<file path="src/rtl/pipe_reg_n.sv">
// pipe_reg_n: elastic WIDTH x DEPTH register pipeline with valid/ready handshake,
// bubble collapse and synchronous flush. Define PIPE_REG_N_OCC_EN to add the occ port.
module pipe_reg_n #(
   parameter int WIDTH = 8,
   parameter int DEPTH = 2
) (
   input  logic             clk,
   input  logic             rst_n,
   input  logic             flush,
   input  logic             in_valid,
   output logic             in_ready,
   input  logic [WIDTH-1:0] in_data,
   output logic             out_valid,
   input  logic             out_ready,
   output logic [WIDTH-1:0] out_data
`ifdef PIPE_REG_N_OCC_EN
   ,
   output logic [$clog2(DEPTH+1)-1:0] occ
`endif
);

   logic [DEPTH-1:0] v_q, v_d;
   logic [DEPTH-1:0] rdy;
   logic [WIDTH-1:0] d_q [DEPTH];
   logic [WIDTH-1:0] d_d [DEPTH];

   // A stage is ready when it is empty or everything downstream of it can move.
   always_comb begin : ready_chain
      logic acc;
      acc = out_ready;
      rdy = '0;
      for (int i = DEPTH - 1; i >= 0; i--) begin
         acc    = acc | ~v_q[i];
         rdy[i] = acc;
      end
   end

   assign in_ready  = rdy[0] & ~flush;
   assign out_valid = v_q[DEPTH-1];
   assign out_data  = d_q[DEPTH-1];

   // Data only moves behind a valid item, so bubbles never overwrite held data.
   always_comb begin
      v_d = v_q;
      for (int i = 0; i < DEPTH; i++) begin
         d_d[i] = d_q[i];
      end
      if (flush) begin
         v_d = '0;
      end else begin
         if (rdy[0]) begin
            v_d[0] = in_valid;
            if (in_valid) begin
               d_d[0] = in_data;
            end
         end
         for (int i = 1; i < DEPTH; i++) begin
            if (rdy[i]) begin
               v_d[i] = v_q[i-1];
               if (v_q[i-1]) begin
                  d_d[i] = d_q[i-1];
               end
            end
         end
      end
   end

   always_ff @(posedge clk or negedge rst_n) begin
      if (!rst_n) begin
         v_q <= '0;
         for (int i = 0; i < DEPTH; i++) begin
            d_q[i] <= '0;
         end
      end else begin
         v_q <= v_d;
         for (int i = 0; i < DEPTH; i++) begin
            d_q[i] <= d_d[i];
         end
      end
   end

`ifdef PIPE_REG_N_OCC_EN
   localparam int OCC_W = $clog2(DEPTH + 1);

   logic [OCC_W-1:0] occ_q, occ_d;

   function automatic logic [OCC_W-1:0] popcount(input logic [DEPTH-1:0] v);
      logic [OCC_W-1:0] n;
      n = '0;
      for (int i = 0; i < DEPTH; i++) begin
         n = n + OCC_W'(v[i]);
      end
      return n;
   endfunction

   // Counting the next-state vector keeps occ aligned with v_q every cycle.
   always_comb begin
      occ_d = popcount(v_d);
   end

   always_ff @(posedge clk or negedge rst_n) begin
      if (!rst_n) begin
         occ_q <= '0;
      end else begin
         occ_q <= occ_d;
      end
   end

   assign occ = occ_q;
`endif

endmodule
</file>
<file path="config.mk">
export PLATFORM = sky130hd
export DESIGN_NAME = pipe_reg_n
export DESIGN_NICKNAME = d
export VERILOG_FILES = /design/src/rtl/pipe_reg_n.sv
export SDC_FILE = /design/constraint.sdc
export NUM_CORES = 1
export LEC_CHECK = 0
export CORE_ASPECT_RATIO = 1.2
export CORE_MARGIN = 5
export CORE_UTILIZATION = 48
export CTS_BUF_LIST = sky130_fd_sc_hd__clkbuf_8 sky130_fd_sc_hd__clkbuf_16
export CTS_CLUSTER_SIZE = 30
export DETAILED_ROUTE_END_ITERATION = 8
export GPL_ROUTABILITY_DRIVEN = 0
export HOLD_SLACK_MARGIN = 0.12
export PLACE_DENSITY = 0.81
export SYNTH_ARGS = -nofsm -noshare
export SYNTH_HDL_FRONTEND = slang
export SYNTH_SLANG_ARGS = --single-unit
</file>
<file path="constraint.sdc">
create_clock -name clk -period 3.9 [get_ports clk]
set_clock_uncertainty 0.2 [all_clocks]
set_input_delay 0.78 -clock clk [delete_from_list [all_inputs] [get_ports clk]]
set_output_delay 0.78 -clock clk [all_outputs]
set_load 0.02 [all_outputs]
</file>
; Yosys cells after proc, flatten, opt, wreduce, memory -nomap -nowiden
; Index checks and enable logic that the tools add are counted.
[classes]
n_mux = 3
n_bitwise = 6
n_reduce_logical = 4
[ops]
columns = op, n
row1 = AND reduction 3 bit, 2
row2 = nonzero test 2 bit, 2
row3 = NOT 1 bit, 3
row4 = 2-to-1 mux 1 bit, 2
row5 = 2-to-1 mux 2 bit, 1
row6 = OR 1 bit, 2
row7 = bitwise AND 1 bit, 1
[word_totals]
regBits = 18
input_bits = 13

; Logic depth before layout (Yosys ltp)
; Gate-level depths: netlist (run 1).
[depth]
depth_word = 5
depth_mapped = 4
ltp_nobuf = 3

; Worst setup path after synthesis (run 1)
; OpenSTA, ideal clock, no wires.
[synth_path]
path_kind = input to output
start = in out_ready
end = out in_ready
t_arrival_ps = 1241
required_time_ps = 2920
slack_ps = 1679
cell_stages = 2
n_path_buf = 0
cell_sequence = and3b_1 -> nor2_1
[synth_between]
elab_chain_len = 3
[synth_rtl]
columns = element, line_no
row1 = start: declaration, 14  ; input logic out_ready,
row2 = OR 1 bit (2 in series), 33  ; acc = acc | ~v_q[i];
row3 = bitwise AND 1 bit, 38  ; assign in_ready = rdy[0] & ~flush;
row4 = end: declaration, 11  ; output logic in_ready,
; Every way passes these cells.

; Final worst setup path (run 1)
; Same ends and word-level chain as after synthesis.

==> results of run 1 <==
how the worst max path moves through the flow:
stage,endpoint,slack (ns),depth (start not counted)
2_1_floorplan,in_ready,1.68,2
3_3_place_gp,in_ready,0.80,4
3_5_place_dp,in_ready,0.79,4
4_1_cts,in_ready,0.77,4
5_1_grt,in_ready,0.71,4
6_report,in_ready,0.78,4
per-stage QoR:
stage,area [um^2],hold slack (ns)
after floorplan,783,0.277
after global placement,955,0.287
after detailed placement,955,0.294
after CTS,996,0.311
after global routing,996,0.324
final,996,0.306
per-layer routing:
| layer | GRT usage, % | routed length (um) |
|---|---|---|
| met5 | 0 | 0 |
| met2 | 17.4 | 597 |
| met3 | 3.95 | 89 |
| met1 | 15.6 | 529 |
| met4 | 9.68 | 30 |
where the power goes:
group          switching [mW]  internal, mW
clock network          0.0567        0.0685
registers              0.0191         0.226
logic                  0.0636        0.0937
total                   0.139         0.389
cells by family after synthesis:
group | count (synthesis)
compound gates | 1
buf+inv | 10
flops | 18
mux | 16
simple gates | 7
state kept, by name, summed over array words and instances (netlist names):
signal / cells
d_q: 8
out_data: 8
v_q: 2
layout make-up:
cell class,count,share of cell area [%]
clock buffer,3,4.15
multi-input combinational,24,25.9
sequential,18,45.2
timing repair buffer,22,22.1
inverter,1,0.377
tap,18,2.26
worst max-delay path, cell delays in order:
cell and delay [ns]:
clkdlybuf4s50_1 0.47, and3b_1 0.20, nor2_1 0.09, clkdlybuf4s50_1 0.61
cell usage after synthesis (all sizes together):
| cell | instances |
|---|---|
| nand2b | 1 |
| nor2 | 3 |
| dfrtp | 18 |
| buf | 9 |
| and3b | 1 |
| or3b | 1 |
| a21oi | 1 |
| mux2 | 16 |
| nand3b | 1 |
| inv | 1 |
==> reports/results.tsv, run 1 <==
metric	value	unit
netlist_instances	52	
ir_drop	0.326	mV
cts_root_buffer	clkbuf_8	
hold_viol	0	
hold_start	d_q[9]$_DFFE_PN0P_	
drt_iter0_drc	1	
crit_required	2.92	ns
start_util	48.9	%
vias_per_cell	5.01	
period_share	80.0	%
clkTransAtPathRegs	0.06	ns
dpl_worst_slack	0.786	ns
yosys.area.top_type	dfrtp_1	
first_pass_iters	2	
wl_per_cell	14.5	um
hold_depth	1	
power_density	530	nW/um^2
h-tree-depth	1	
tritoncts	done	
hpwlAfterDp	909	um
r2r_slack	2.01	ns
rsz0062_at_grt	no	
crit-reg2reg-launch	v_q[0]$_DFFE_PN0P_	
nFillCells	136	
cts.path.max_buffers	2	
synth.top_cell.area_share	57.5	%
grtUsageTotal	12.5	%
nets	83	
post-cts-setup-buffers	0	
synth_compound_area_share	0.639	%
vias	431	
worstMarginPinSlew	0.784	ns
critPathLaunchType	primary input	
hold_end	d_q[9]$_DFFE_PN0P_	
dp.cells	83	
yosys_warnings	0	
fmax	320	MHz
critPathMaxFanout	3	
antenna_left	0	
synth_nets	65	
synth-simple-area-share	5.43	%
antenna_found_initial	0	
fin_util	62.2	%
yosysSeqAreaShare	57.5	%
die-area	2540	um^2
pin_count	23	
ctsResizeCount	0	
power_leakage	0.452	nW
portBuffers	22	
arrival	2.14	ns
fin_crit	3.12	ns
synth_top_family_by_area	multiplexers	
diodes	0	
synthMuxAreaShare	26.8	%
fin_ws	0.779	ns
syn2layout_area_growth	27.2	%
grt_pass1_wl	2090	um
synth_fa_ha_area_share	0	%
wl	1250	um
fin_setup_tns	0	ns
grt_max_degree	19	
mostFrequentLayoutCells	22 x clkdlybuf4s50_1, 18 x dfrtp_1, 8 x mux2_2, 8 x mux2_4	
drive_gt1_share	27.9	%
cap_violations	0	
setup_viol	0	
multiInputGateArea	258	um^2
die_w	46.9	um
drc	0	
design_power_total	0.528	mW
hp-class	register to register	
slew_headroom	47.6	%
slew_viol_final	0	
ff_latch_area	450	um^2
syn_area_per_cell	15.1	um^2
reg2reg_to	d_q[8]$_DFFE_PN0P_	
clk-insertion-delay-late	0.25	ns
worstSetupPathType	primary input to primary output	
synth.distinct_cells	12	
synthXorXnorAreaFrac	0	%
grt-ovfl-total	0	
cts_made_buffers	3	
stdcell_count	86	
startpoint	out_ready	
r2r_cells	3	
grt_pass1_vias	475	
synth-seq-cells	18	
die_h	54.3	um
cp-end-kind	primary output	
status	complete, no violations	
cts_sinks	18	
syn_area	783	um^2
hold_buffers	0	
core	1600	um^2
synth_top_cells_by_area	dfrtp_1 58%, mux2_4 15%, mux2_2 12%	
fp-row-count	16	
layout_commonest_cell	clkdlybuf4s50_1	
Power figures use the tool's default switching activity.
==> run 2, diff against run 1 <==
Settings changed: CORE_UTILIZATION 48 to 45, PLACE_DENSITY 0.81 to 0.77.
Clock period 3.9 ns to 3.1 ns, I/O delays scaled along.
==> run 2 against run 1 <==
Compared with the run above:
- routed wire length rose by 2.1%
- critical path depth did not move
- sequential power rose by 26%
- non-clock buffer count did not move
- critical endpoint unchanged
- largest power group unchanged
- power rose by 31%
- count of clock-buffer cells in the layout rose by 1
- final area rose by 1.4%
- largest cell class unchanged
- critical path type unchanged
==> reports/results.tsv, run 2 (same netlist as run 1, synthesis figures left out) <==
metric	value	unit
status	complete, no violations	
grtUsageTotal	11.3	%
drive_gt1_share	29.0	%
hold-worst-slack	0.301	ns
power_density	686	nW/um^2
syn2layout_area_growth	28.9	%
tritoncts	done	
nFillCells	135	
cts.path.max_buffers	2	
hp-class	register to register	
grt-ovfl-total	0	
critPathMaxFanout	3	
start_util	47.7	%
fin_crit	2.80	ns
ctsResizeCount	0	
post-cts-setup-buffers	0	
antenna_found_initial	0	
grt_max_degree	19	
worstSetupPathType	primary input to primary output	
h-tree-depth	1	
fin_setup_tns	0	ns
cpLargestDelayFamily	buffers and inverters	
fp-row-count	16	
arrival	1.98	ns
cts_made_buffers	3	
slew_headroom	48.1	%
nets	83	
portBuffers	22	
vias	444	
pin_count	23	
cp_cell_sequence	clkdlybuf4s50_1, and3b_1, nor2_1, clkdlybuf4s50_1	
hold_buffers	0	
slew_viol_final	0	
first_pass_iters	2	
die-area	2680	um^2
layout_commonest_cell	clkdlybuf4s50_1	
grt_pass1_vias	458	
antenna_left	0	
clk-insertion-delay-late	0.25	ns
crit_buf_inv	2	
core	1640	um^2
hpwlAfterDp	955	um
ir_drop	0.308	mV
rsz0062_at_grt	no	
clkTransAtPathRegs	0.06	ns
cts_root_buffer	clkbuf_8	
fmax	357	MHz
crit_required	2.28	ns
hold_viol	0	
drt_iter0_drc	2	
grt_pass1_wl	2030	um
place_area	955	um^2
setup_viol	0	
slowest_delay	0.61	ns
diodes	0	
drc	0	
slowest_stage	clkdlybuf4s50_1	
critPathLaunchType	primary input	
mostFrequentLayoutCells	22 x clkdlybuf4s50_1, 18 x dfrtp_1, 8 x mux2_2, 8 x mux2_4, 4 x clkbuf_8	
vias_per_cell	5.10	
power_leakage	0.460	nW
cts_sinks	18	
cap_violations	0	
period_share	90.4	%
die_w	48.1	um
design_area	1010	um^2
wl_per_cell	14.6	um
path_common_cell	clkdlybuf4s50_1	
die_h	55.7	um
wl	1270	um
cp-end-kind	primary output	
worstMarginPinSlew	0.777	ns
run 2: area by class of cell:
class,instances,area [um^2],area share [%]
inverters,1,3.75,0.372
multi-input cells,24,258,25.5
flip-flops and latches,18,450,44.6
clock buffers,4,55.1,5.45
repair buffers,22,220,21.8
well taps,18,22.5,2.23
run 2: worst paths after layout:
path | slack (ns) | start | to | depth (start not counted)
setup / recovery | 0.30 | out_ready | in_ready | 4
max in group asynchronous | 1.59 | rst_n | d_q[9]$_DFFE_PN0P_ | 1
setup reg to reg | 1.19 | v_q[0]$_DFFE_PN0P_ | d_q[13]$_DFFE_PN0P_ | 3
hold reg to reg | 0.30 | out_data[2]$_DFFE_PN0P_ | out_data[2]$_DFFE_PN0P_ | 1
hold / removal | 0.30 | out_data[2]$_DFFE_PN0P_ | out_data[2]$_DFFE_PN0P_ | 1
min in group asynchronous | 0.62 | rst_n | out_data[4]$_DFFE_PN0P_ | 1
run 2: per-layer routing:
metal	up-vias	track usage [%]	part of all wire [%]
met4	0	9.23	3.3
met1	220	13.9	43
met5	-	0	0
met3	5	3.24	8.9
met2	19	15.3	44
li1	200	-	-
run 2: through the flow:
stage	utilization, %	worst slack (ns)	cells	total power [mW]
global route	61.5	0.225	87	0.730
detailed placement	58.2	0.292	83	0.515
global placement	58.2	0.323	83	0.508
finish	61.5	0.297	87	0.692
floorplan	-	1.19	52	0.461
CTS	61.5	0.279	87	0.703
run 2: where the power goes:
part	internal, mW	switching, mW
logic	0.118	0.0798
registers	0.285	0.0244
clock network	0.113	0.0730
total	0.515	0.177
run 2: worst register-to-register path: cells and delay by family, from the launching register on:
family | cells | cell delay, ns
and+or+nand+nor | 2 | 0.81
DFF | 1 | 0.40
muxes | 1 | 0.39
==> run 3, diff against run 2 <==
Settings changed: TNS_END_PERCENT set to 5.
==> results of run 3 <==
Final layout, timing and power as in run 2 (identical DEF).
